===== config.mk =====
export PLATFORM = sky130hd
export DESIGN_NAME = hci_wrr_bank_arbiter_flat
export DESIGN_NICKNAME = d
export VERILOG_FILES = /design/src/rtl/hci_wrr_bank_arbiter_if.sv /design/src/rtl/hci_wrr_bank_arbiter.sv /design/src/flat_wrapper.sv
export SDC_FILE = /design/constraint.sdc
export NUM_CORES = 1
export LEC_CHECK = 0
export CORE_AREA = 2 2 203 205
export CTS_BUF_LIST = sky130_fd_sc_hd__clkbuf_16
export DETAILED_ROUTE_END_ITERATION = 8
export DIE_AREA = 0 0 205 207
export MAX_ROUTING_LAYER = met4
export PLACE_DENSITY_LB_ADDON = 0.05
export SYNTH_ARGS = -nofsm -noshare
export SYNTH_HDL_FRONTEND = slang
export SYNTH_SLANG_ARGS = --single-unit
export TNS_END_PERCENT = 30

===== constraint.sdc =====
create_clock -name clk_i -period 6.95 [get_ports clk_i]
set_input_delay 1.39 -clock clk_i [delete_from_list [all_inputs] [get_ports clk_i]]
set_output_delay 1.39 -clock clk_i [all_outputs]
set_load 0.05 [all_outputs]

===== src/rtl/hci_wrr_bank_arbiter_if.sv =====
// Bundles the initiator-side and bank-side hci_mem signals of the WRR bank arbiter.
// slave is the arbiter view; master is the view of whoever drives initiators and bank.
interface hci_wrr_bank_arbiter_if #(
   parameter int NB_REQ = 4,
   parameter int AW     = 32,
   parameter int DW     = 32,
   parameter int IW     = 8,
   parameter int UW     = 2
);
   localparam int BW = DW / 8;

   logic [NB_REQ-1:0]    in_req_i;
   logic [NB_REQ-1:0]    in_gnt_o;
   logic [NB_REQ*AW-1:0] in_add_i;
   logic [NB_REQ-1:0]    in_wen_i;
   logic [NB_REQ*BW-1:0] in_be_i;
   logic [NB_REQ*DW-1:0] in_data_i;
   logic [NB_REQ*IW-1:0] in_id_i;
   logic [NB_REQ*UW-1:0] in_user_i;
   logic [NB_REQ-1:0]    in_r_valid_o;
   logic [DW-1:0]        in_r_data_o;
   logic [IW-1:0]        in_r_id_o;
   logic [UW-1:0]        in_r_user_o;

   logic                 out_req_o;
   logic                 out_gnt_i;
   logic [AW-1:0]        out_add_o;
   logic                 out_wen_o;
   logic [BW-1:0]        out_be_o;
   logic [DW-1:0]        out_data_o;
   logic [IW-1:0]        out_id_o;
   logic [UW-1:0]        out_user_o;
   logic [DW-1:0]        out_r_data_i;
   logic [IW-1:0]        out_r_id_i;
   logic [UW-1:0]        out_r_user_i;

   modport slave (
      input  in_req_i, in_add_i, in_wen_i, in_be_i, in_data_i, in_id_i, in_user_i,
      output in_gnt_o, in_r_valid_o, in_r_data_o, in_r_id_o, in_r_user_o,
      output out_req_o, out_add_o, out_wen_o, out_be_o, out_data_o, out_id_o, out_user_o,
      input  out_gnt_i, out_r_data_i, out_r_id_i, out_r_user_i
   );

   modport master (
      output in_req_i, in_add_i, in_wen_i, in_be_i, in_data_i, in_id_i, in_user_i,
      input  in_gnt_o, in_r_valid_o, in_r_data_o, in_r_id_o, in_r_user_o,
      input  out_req_o, out_add_o, out_wen_o, out_be_o, out_data_o, out_id_o, out_user_o,
      output out_gnt_i, out_r_data_i, out_r_id_i, out_r_user_i
   );
endinterface


===== src/rtl/hci_wrr_bank_arbiter.sv =====
// Weighted round-robin arbiter sharing one hci_mem bank port between NB_REQ initiators,
// steering the 1-cycle-latency response back to the initiator that won the handshake.
module hci_wrr_bank_arbiter #(
   parameter int NB_REQ   = 4,
   parameter int AW       = 32,
   parameter int DW       = 32,
   parameter int IW       = 8,
   parameter int UW       = 2,
   parameter int WEIGHT_W = 4
) (
   input  logic                         clk_i,
   input  logic                         rst_i,
   input  logic                         clear_i,
   input  logic [NB_REQ*WEIGHT_W-1:0]   weight_i,
   hci_wrr_bank_arbiter_if.slave        bus,
   output logic [$clog2(NB_REQ)-1:0]    dbg_ptr_o,
   output logic [WEIGHT_W-1:0]          dbg_credit_o
);
   localparam int PW = $clog2(NB_REQ);
   localparam int BW = DW / 8;

   // req/gnt: a transfer happens in any cycle where out_req_o and out_gnt_i are both high;
   // payload must be stable while req is high, and nothing advances without that handshake.
   logic [PW-1:0]       ptr_q, sel, resp_sel_q, base_ptr;
   logic [WEIGHT_W-1:0] credit_q, base_credit;
   logic                resp_vld_q, hs;
   logic [WEIGHT_W-1:0] eff_w [NB_REQ];

   function automatic logic [PW-1:0] wrap_inc(input logic [PW-1:0] p);
      return (p == PW'(NB_REQ - 1)) ? '0 : p + PW'(1);
   endfunction

   always_comb begin
      for (int i = 0; i < NB_REQ; i++) begin
         eff_w[i] = (weight_i[i*WEIGHT_W +: WEIGHT_W] == '0) ? WEIGHT_W'(1)
                                                            : weight_i[i*WEIGHT_W +: WEIGHT_W];
      end
   end

   // Circular scan starting at the current owner.
   always_comb begin
      logic [PW:0] idx;
      logic        found;
      idx   = '0;
      sel   = ptr_q;
      found = 1'b0;
      for (int k = 0; k < NB_REQ; k++) begin
         idx = {1'b0, ptr_q} + (PW+1)'(k);
         if (idx >= (PW+1)'(NB_REQ)) idx = idx - (PW+1)'(NB_REQ);
         if (!found && bus.in_req_i[idx[PW-1:0]]) begin
            sel   = idx[PW-1:0];
            found = 1'b1;
         end
      end
   end

   assign bus.out_req_o = |bus.in_req_i;
   assign hs            = bus.out_req_o & bus.out_gnt_i;

   // A grant in the same cycle as clear_i is charged against the cleared state.
   always_comb begin
      base_ptr    = clear_i ? '0       : ptr_q;
      base_credit = clear_i ? eff_w[0] : credit_q;
   end

   always_ff @(posedge clk_i) begin
      if (rst_i) begin
         ptr_q      <= '0;
         credit_q   <= eff_w[0];
         resp_vld_q <= 1'b0;
         resp_sel_q <= '0;
      end else begin
         resp_vld_q <= hs;
         resp_sel_q <= sel;
         if (hs) begin
            if (sel == base_ptr) begin
               if (base_credit > WEIGHT_W'(1)) begin
                  ptr_q    <= base_ptr;
                  credit_q <= base_credit - WEIGHT_W'(1);
               end else begin
                  ptr_q    <= wrap_inc(base_ptr);
                  credit_q <= eff_w[wrap_inc(base_ptr)];
               end
            end else if (eff_w[sel] > WEIGHT_W'(1)) begin
               ptr_q    <= sel;
               credit_q <= eff_w[sel] - WEIGHT_W'(1);
            end else begin
               ptr_q    <= wrap_inc(sel);
               credit_q <= eff_w[wrap_inc(sel)];
            end
         end else if (clear_i) begin
            ptr_q    <= '0;
            credit_q <= eff_w[0];
         end
      end
   end

   always_comb begin
      bus.in_gnt_o             = '0;
      bus.in_gnt_o[sel]        = hs;
      bus.in_r_valid_o         = '0;
      bus.in_r_valid_o[resp_sel_q] = resp_vld_q;
   end

   assign bus.out_add_o   = bus.in_add_i [sel*AW +: AW];
   assign bus.out_wen_o   = bus.in_wen_i [sel];
   assign bus.out_be_o    = bus.in_be_i  [sel*BW +: BW];
   assign bus.out_data_o  = bus.in_data_i[sel*DW +: DW];
   assign bus.out_id_o    = bus.in_id_i  [sel*IW +: IW];
   assign bus.out_user_o  = bus.in_user_i[sel*UW +: UW];

   assign bus.in_r_data_o = bus.out_r_data_i;
   assign bus.in_r_id_o   = bus.out_r_id_i;
   assign bus.in_r_user_o = bus.out_r_user_i;

   assign dbg_ptr_o    = ptr_q;
   assign dbg_credit_o = credit_q;
endmodule

===== src/flat_wrapper.sv =====
// flat-port wrapper written by rule: the top's interface ports become plain ports
module hci_wrr_bank_arbiter_flat 
#(
   parameter int NB_REQ   = 4,
   parameter int AW       = 32,
   parameter int DW       = 32,
   parameter int IW       = 8,
   parameter int UW       = 2,
   parameter int WEIGHT_W = 4
)
  (clk_i, rst_i, clear_i, weight_i, dbg_ptr_o, dbg_credit_o, bus_in_req_i, bus_in_add_i, bus_in_wen_i, bus_in_be_i, bus_in_data_i, bus_in_id_i, bus_in_user_i, bus_in_gnt_o, bus_in_r_valid_o, bus_in_r_data_o, bus_in_r_id_o, bus_in_r_user_o, bus_out_req_o, bus_out_add_o, bus_out_wen_o, bus_out_be_o, bus_out_data_o, bus_out_id_o, bus_out_user_o, bus_out_gnt_i, bus_out_r_data_i, bus_out_r_id_i, bus_out_r_user_i);
  hci_wrr_bank_arbiter_if #(.NB_REQ(NB_REQ), .AW(AW), .DW(DW), .IW(IW), .UW(UW)) bus_i ();
  input  logic clk_i;
  input  logic rst_i;
  input  logic clear_i;
  input  logic [NB_REQ*WEIGHT_W-1:0] weight_i;
  output logic [$clog2(NB_REQ)-1:0] dbg_ptr_o;
  output logic [WEIGHT_W-1:0] dbg_credit_o;
  input wire logic [$bits(bus_i.in_req_i)-1:0] bus_in_req_i;
  input wire logic [$bits(bus_i.in_add_i)-1:0] bus_in_add_i;
  input wire logic [$bits(bus_i.in_wen_i)-1:0] bus_in_wen_i;
  input wire logic [$bits(bus_i.in_be_i)-1:0] bus_in_be_i;
  input wire logic [$bits(bus_i.in_data_i)-1:0] bus_in_data_i;
  input wire logic [$bits(bus_i.in_id_i)-1:0] bus_in_id_i;
  input wire logic [$bits(bus_i.in_user_i)-1:0] bus_in_user_i;
  output wire logic [$bits(bus_i.in_gnt_o)-1:0] bus_in_gnt_o;
  output wire logic [$bits(bus_i.in_r_valid_o)-1:0] bus_in_r_valid_o;
  output wire logic [$bits(bus_i.in_r_data_o)-1:0] bus_in_r_data_o;
  output wire logic [$bits(bus_i.in_r_id_o)-1:0] bus_in_r_id_o;
  output wire logic [$bits(bus_i.in_r_user_o)-1:0] bus_in_r_user_o;
  output wire logic [$bits(bus_i.out_req_o)-1:0] bus_out_req_o;
  output wire logic [$bits(bus_i.out_add_o)-1:0] bus_out_add_o;
  output wire logic [$bits(bus_i.out_wen_o)-1:0] bus_out_wen_o;
  output wire logic [$bits(bus_i.out_be_o)-1:0] bus_out_be_o;
  output wire logic [$bits(bus_i.out_data_o)-1:0] bus_out_data_o;
  output wire logic [$bits(bus_i.out_id_o)-1:0] bus_out_id_o;
  output wire logic [$bits(bus_i.out_user_o)-1:0] bus_out_user_o;
  input wire logic [$bits(bus_i.out_gnt_i)-1:0] bus_out_gnt_i;
  input wire logic [$bits(bus_i.out_r_data_i)-1:0] bus_out_r_data_i;
  input wire logic [$bits(bus_i.out_r_id_i)-1:0] bus_out_r_id_i;
  input wire logic [$bits(bus_i.out_r_user_i)-1:0] bus_out_r_user_i;
  assign bus_i.in_req_i = bus_in_req_i;
  assign bus_i.in_add_i = bus_in_add_i;
  assign bus_i.in_wen_i = bus_in_wen_i;
  assign bus_i.in_be_i = bus_in_be_i;
  assign bus_i.in_data_i = bus_in_data_i;
  assign bus_i.in_id_i = bus_in_id_i;
  assign bus_i.in_user_i = bus_in_user_i;
  assign bus_in_gnt_o = bus_i.in_gnt_o;
  assign bus_in_r_valid_o = bus_i.in_r_valid_o;
  assign bus_in_r_data_o = bus_i.in_r_data_o;
  assign bus_in_r_id_o = bus_i.in_r_id_o;
  assign bus_in_r_user_o = bus_i.in_r_user_o;
  assign bus_out_req_o = bus_i.out_req_o;
  assign bus_out_add_o = bus_i.out_add_o;
  assign bus_out_wen_o = bus_i.out_wen_o;
  assign bus_out_be_o = bus_i.out_be_o;
  assign bus_out_data_o = bus_i.out_data_o;
  assign bus_out_id_o = bus_i.out_id_o;
  assign bus_out_user_o = bus_i.out_user_o;
  assign bus_i.out_gnt_i = bus_out_gnt_i;
  assign bus_i.out_r_data_i = bus_out_r_data_i;
  assign bus_i.out_r_id_i = bus_out_r_id_i;
  assign bus_i.out_r_user_i = bus_out_r_user_i;
  hci_wrr_bank_arbiter #(.NB_REQ(NB_REQ), .AW(AW), .DW(DW), .IW(IW), .UW(UW), .WEIGHT_W(WEIGHT_W)) u_core (.clk_i(clk_i), .rst_i(rst_i), .clear_i(clear_i), .weight_i(weight_i), .bus(bus_i), .dbg_ptr_o(dbg_ptr_o), .dbg_credit_o(dbg_credit_o));
endmodule

* Yosys cells after proc, flatten, opt, wreduce, memory -nomap -nowiden
Cells that the tools add are included.
** Word-level totals
- Register bits :: 9
- Input bits :: 382
- Output and inout bits :: 136
- Logic and storage cells :: 110
** Operators by class
- $add $sub $neg :: 11
- $lt $le $gt $ge :: 17
- Eq/ne operators :: 3
- Shift operators :: 5
- Muxes and demuxes :: 51
- Bitwise gates (word level) :: 6
- Reductions and logical operators :: 13
** Operators by type and width (number)
- $shiftx 128x8->32 :: 2
- $mux 4 :: 16
- $shiftx 32x6->8 :: 1
- $mux 2 :: 15
- $bmux 4 s2 :: 3
- $ge 3x3->1 const B :: 6
- $lt 2x3->1 const B :: 6
- $logic_not 4->1 :: 4
- $shiftx 16x5->4 :: 1
- $bmux 1 s2 :: 5
- $mux 1 :: 10
- $not 2->3 :: 3
- $and 4x4->4 :: 2
- $gt 4x1->1 const B :: 2
- $shiftx 8x4->2 :: 1
- $sub 2x1->2 const B :: 4
- $sub 4x1->4 const B :: 2
- $add 2x2->3 const B :: 2
- $logic_and 1x1->1 :: 5
- $add 2x1->2 const B :: 2
- $demux 1 s2 :: 2
- $eq 2x2->1 const B :: 2
- $ge 2x1->1 const B :: 2
- $reduce_or 4->1 :: 1
- other kinds (5) :: 7

* Longest topological paths before layout
- Depth after elaboration :: 24
- Mapped depth :: 17
- Mapped depth without buffers :: 14

* Worst setup path before layout
No wires, ideal clock.
- Path type :: input-to-output
- From :: in bus_in_req_i[1]
- To :: out bus_out_add_o[0]
- Data arrival time :: 3853 ps
- Data required time :: 5560 ps
- Slack :: 1707 ps
- Stages on the path :: 10
- Buffers on the path :: 5
- Cells stage by stage :: buf_2 -> and2b_1 -> o21ai_4 -> and3_1 -> buf_6 -> buf_2 -> buf_2 -> buf_1 -> nand2_1 -> a31oi_1
** On the way
- Cells in the longest elaborated chain, start to end :: 13
- Elaborated cells on any way between the ends :: 22
- Those cells by class :: 1 x shift; 15 x mux; 6 x reduce/logical
** RTL lines
- start: declaration :: line flat_wrapper.sv:19 : input wire logic [$bits(bus_i.in_req_i)-1:0] bus_in_req_i;
- $bmux 1 s2 :: line hci_wrr_bank_arbiter.sv:50 : if (!found && bus.in_req_i[idx[PW-1:0]]) begin
- $mux 1 (implied by the code) :: line hci_wrr_bank_arbiter.sv:50
- $mux 1 :: line hci_wrr_bank_arbiter.sv:50
- $logic_not 1->1 :: line hci_wrr_bank_arbiter.sv:50
- $logic_and 1x1->1 :: line hci_wrr_bank_arbiter.sv:50
- $mux 1 :: line hci_wrr_bank_arbiter.sv:50
- $logic_not 1->1 :: line hci_wrr_bank_arbiter.sv:50
- $logic_and 1x1->1 :: line hci_wrr_bank_arbiter.sv:50
- $mux 1 :: line hci_wrr_bank_arbiter.sv:50
- $logic_not 1->1 :: line hci_wrr_bank_arbiter.sv:50
- $logic_and 1x1->1 :: line hci_wrr_bank_arbiter.sv:50
- $mux 2 * :: line hci_wrr_bank_arbiter.sv:50
- net u_core.sel[0] :: line hci_wrr_bank_arbiter.sv:24 : logic [PW-1:0] ptr_q, sel, resp_sel_q, base_ptr;
- $shiftx 128x8->32 * :: line hci_wrr_bank_arbiter.sv:105 : assign bus.out_add_o = bus.in_add_i [sel*AW +: AW];
- end: declaration :: line flat_wrapper.sv:32 : output wire logic [$bits(bus_i.out_add_o)-1:0] bus_out_add_o;
The timed path passes the listed nets; every way through them passes the cells marked *. The select of a mux whose other input is x is not followed.

* Worst setup path after layout
- From :: in bus_in_req_i[2]
- To :: out bus_out_data_o[31]
** On the way
- Cells in the longest elaborated chain, start to end :: 13
- Elaborated cells on any way between the ends :: 22
- Those cells by class :: 1 x shift; 15 x mux; 6 x reduce/logical
** RTL lines
- $bmux 1 s2 :: line hci_wrr_bank_arbiter.sv:50
- $mux 1 (implied by the code) :: line hci_wrr_bank_arbiter.sv:50
- $mux 1 :: line hci_wrr_bank_arbiter.sv:50
- $logic_not 1->1 :: line hci_wrr_bank_arbiter.sv:50
- $logic_and 1x1->1 :: line hci_wrr_bank_arbiter.sv:50
- $mux 1 :: line hci_wrr_bank_arbiter.sv:50
- $logic_not 1->1 :: line hci_wrr_bank_arbiter.sv:50
- $logic_and 1x1->1 :: line hci_wrr_bank_arbiter.sv:50
- $mux 1 :: line hci_wrr_bank_arbiter.sv:50
- $logic_not 1->1 :: line hci_wrr_bank_arbiter.sv:50
- $logic_and 1x1->1 :: line hci_wrr_bank_arbiter.sv:50
- $mux 2 * :: line hci_wrr_bank_arbiter.sv:50
- $shiftx 128x8->32 * :: line hci_wrr_bank_arbiter.sv:108 : assign bus.out_data_o = bus.in_data_i[sel*DW +: DW];
- end: declaration :: line flat_wrapper.sv:35 : output wire logic [$bits(bus_i.out_data_o)-1:0] bus_out_data_o;
Mark *: on every way between the ends. The rest lies on a longest branch, timed or not. The select of a mux whose other input is x is not followed.

==> results.py <==
metrics = {
    "routing": {
        "topRoutingLayerUsed": "met4",
        "wl_met2_mm": 17.5,
        "wl_mm": 32.4,
        "via_per_inst": 4.00,
        "vias": 6598,
        "drtIter0Drc": 265,
        "wl_met1_mm": 12.4,
        "first_pass_iters": 4,
        "ant_nets": 0,
        "drc": 0,
        "wl_met3_mm": 2.27,
        "post_drt_wl_per_cell_um": 19.6,
    },
    "cts": {
        "clock_latency_ns": 0.24,
        "htreeDepth": 1,
        "cts_buffers": 3,
        "hold_buffers": 0,
        "cts_resized": 0,
        "cts_tree": "yes",
        "clkTransAtPathRegs_ns": 0.04,
        "cts-root-buf": "clkbuf_16",
        "clock-sinks": 9,
        "clock_path_buffers": 2,
        "postCtsSetupBuffers": 0,
    },
    "synth": {
        "synth_seq_cells": 9,
        "synth_cell_type_count": 55,
        "seq_area_frac_synth_pct": 4.26,
        "postSynthCellCount": 775,
        "postSynth.asyncResetShare_pct": 0,
        "avgSynthCellArea_sq_um": 5.46,
        "syn_area_sq_mm": 0.00423,
        "synth_flop_cell": "dfxtp_1",
        "synth_fp_nets": 1165,
        "synth-edff-count": 0,
        "yosysWarnings": 0,
    },
    "critical_path": {
        "critPathSlowestCell": "clkdlybuf4s50_1",
        "path_class": "input port to output port",
        "crit_top_cell": "clkdlybuf4s50_1",
        "cp-start-kind": "input port",
        "crit_fanout": 116,
        "cp_data_arrival_time_ns": 4.64,
        "path_cells": "clkdlybuf4s50_1 -> nor2b_1 -> o21ai_2 -> and3_4 -> buf_12 -> nand2_1 -> and3_1 -> a31oi_1 -> clkdlybuf4s50_1",
        "crit_path_max_incr_delay_ns": 0.86,
        "endpoint_kind": "output port",
        "r2r_setup_slack_ns": 2.53,
        "cp.required_ns": 5.56,
    },
    "sta": {
        "rsz0062_at_grt": "false",
        "fin_crit_sh_pct": 86.7,
        "final_max_slew_viol_count": 0,
        "setup_violations": 0,
        "fin_setup_tns_ns": 0,
        "min_period_ns": 6.03,
        "clock_skew_ns": 0.00448,
        "relSlewSlack_pct": 49.6,
        "setup_ws_ns": 0.923,
        "worstMarginPinSlew_ns": 0.756,
        "fmax_ghz": 0.166,
        "hold_violations": 0,
    },
    "flow_run": {
        "maxCapViolCount": 0,
    },
    "pwr": {
        "power.density_mw_per_mm2": 171,
        "pwr-share-comb_pct": 88.8,
        "power.switching_mw": 0.841,
        "power_mw": 1.52,
        "intPower_mw": 0.680,
        "power.share.clock_pct": 6.7,
        "p_leak_nw": 3.61,
        "seq_power_share_pct": 4.4,
        "netSwitchingFraction_pct": 55.3,
        "vdd_drop_max_mv": 0.0706,
    },
    "floorplan": {
        "die_area_sq_mm": 0.0424,
        "core_sq_mm": 0.0404,
        "die_w_um": 205,
        "die_h_um": 207,
        "boundaryPins": 518,
        "rows": 74,
        "start_util_pct": 10.5,
    },
    "global_route": {
        "grt_pass1_wl_mm": 45.8,
        "first_global_vias": 6882,
        "gr-usage-all-layers_pct": 14.8,
        "grt_max_degree": 117,
        "grt_overflow": 0,
        "antenna_found_initial": 2,
    },
    "final_layout": {
        "layout_commonest_cell": "clkdlybuf4s50_1",
        "nets": 1505,
        "drive_gt1_share_pct": 8.62,
        "mostFrequentLayoutCells": "372 x clkdlybuf4s50_1, 335 x nand2_1, 87 x and3_1, 87 x a31oi_1, 51 x buf_4",
        "area_growth_syn_to_layout_pct": 110,
        "fillCellCount": 4680,
    },
    "place": {
        "pre_cts_ws_ns": 0.926,
        "dp_hpwl_mm": 26.2,
        "gp_congestion": 0.830,
        "io_buffers": 433,
    },
    "hold_path": {
        "hold_class": "flip-flop to flip-flop",
    },
    "run_status": {
        "outcome": "finished, final reports clean",
    },
}
==> layer usage <==
layer,GRT usage [%],up-vias
met1,15.5,3014
met5,-,-
met2,28.8,263
met3,3.43,10
met4,1.09,0
li1,-,3311
==> final timing paths <==
kind	start	endpoint	cells after the start
setup / recovery	bus_in_req_i[2]	bus_out_data_o[31]	9
hold / removal	u_core.dbg_credit_o[2]	u_core.dbg_credit_o[2]	4
setup reg to reg	u_core.dbg_ptr_o[0]	u_core.dbg_credit_o[0]	14
hold reg to reg	u_core.dbg_credit_o[2]	u_core.dbg_credit_o[2]	4
==> synthesized netlist by cell type (2+ instances only) <==
master	instances	area (sq um)
or3_1	3	18.8
inv_1	13	48.8
mux4_2	6	135
ha_1	8	100
a211oi_1	4	30.0
buf_2	13	65.1
buf_4	42	315
buf_1	6	22.5
nor3_1	7	35.0
nor2b_1	3	18.8
clkbuf_1	45	169
mux2i_1	8	80.1
nor3b_1	2	15.0
o31ai_4	2	42.5
o211ai_1	2	15.0
a21oi_1	14	70.1
a31oi_1	87	544
dfxtp_1	9	180
o221ai_1	4	35.0
o21ai_0	7	35.0
and3_1	88	551
nand3_1	4	20.0
o22ai_1	4	25.0
nand2_1	335	1260
a2111oi_0	3	26.3
nor2_1	23	86.3
nand2b_1	2	12.5
xnor2_1	2	17.5
mux2_2	3	33.8
==> power by group through the flow <==
| stage | clock network (mW) | logic [mW] | registers (mW) |
|---|---|---|---|
| floorplan | 0 | 0.825 | 0.0808 |
| global placement | 0 | 1.39 | 0.0687 |
| detailed placement | 0 | 1.37 | 0.0683 |
| CTS | 0.104 | 1.38 | 0.0675 |
| global route | 0.108 | 1.44 | 0.0685 |
| finish | 0.103 | 1.35 | 0.0673 |
==> sequential cells by signal, indices dropped and copies added (netlist names) <==
signal,flops
u_core.dbg_credit_o,4
u_core.dbg_ptr_o,2
u_core.resp_sel_q,2
u_core.resp_vld_q,1
==> per-stage QoR <==
| step | hold slack (ns) | instance area [sq um] | util [%] | std cells |
|---|---|---|---|---|
| floorplan | 1.01 | 4230 | - | 775 |
| global placement | 0.812 | 8810 | 21.8 | 1642 |
| detailed placement | 0.815 | 8810 | 21.8 | 1642 |
| CTS | 0.827 | 8890 | 22.0 | 1646 |
| global route | 0.939 | 8900 | 22.0 | 1648 |
| finish | 0.824 | 8900 | 22.0 | 1649 |
==> critical path: cells and delay by family <==
| kind | cells | cell delay, ns |
|---|---|---|
| AOI/OAI and AO/OA | 2 | 0.44 |
| buffers and inverters | 3 | 1.82 |
| and+or+nand+nor | 4 | 0.81 |
==> kinds of logic after synthesis <==
family | after synthesis | synth area share (%)
compound gates | 144 | 23.2
xor+xnor | 2 | 0.414
fa+ha+maj | 8 | 2.36
buf+inv | 121 | 15.0
flops | 9 | 4.26
mux | 17 | 5.88
simple gates | 474 | 48.9
==> final cells by class <==
cell class / instances / area, sq um / share of cell area [%]
inverter: 14 / 57.6 / 0.647
clock inverter: 1 / 3.75 / 0.0422
antenna: 3 / 7.51 / 0.0844
multi-input combinational: 645 / 3420 / 38.5
timing repair buffer: 442 / 4490 / 50.4
tap: 532 / 666 / 7.48
sequential: 9 / 180 / 2.02
clock buffer: 3 / 75.1 / 0.844
No activity file was read; power rests on OpenSTA's default activity.
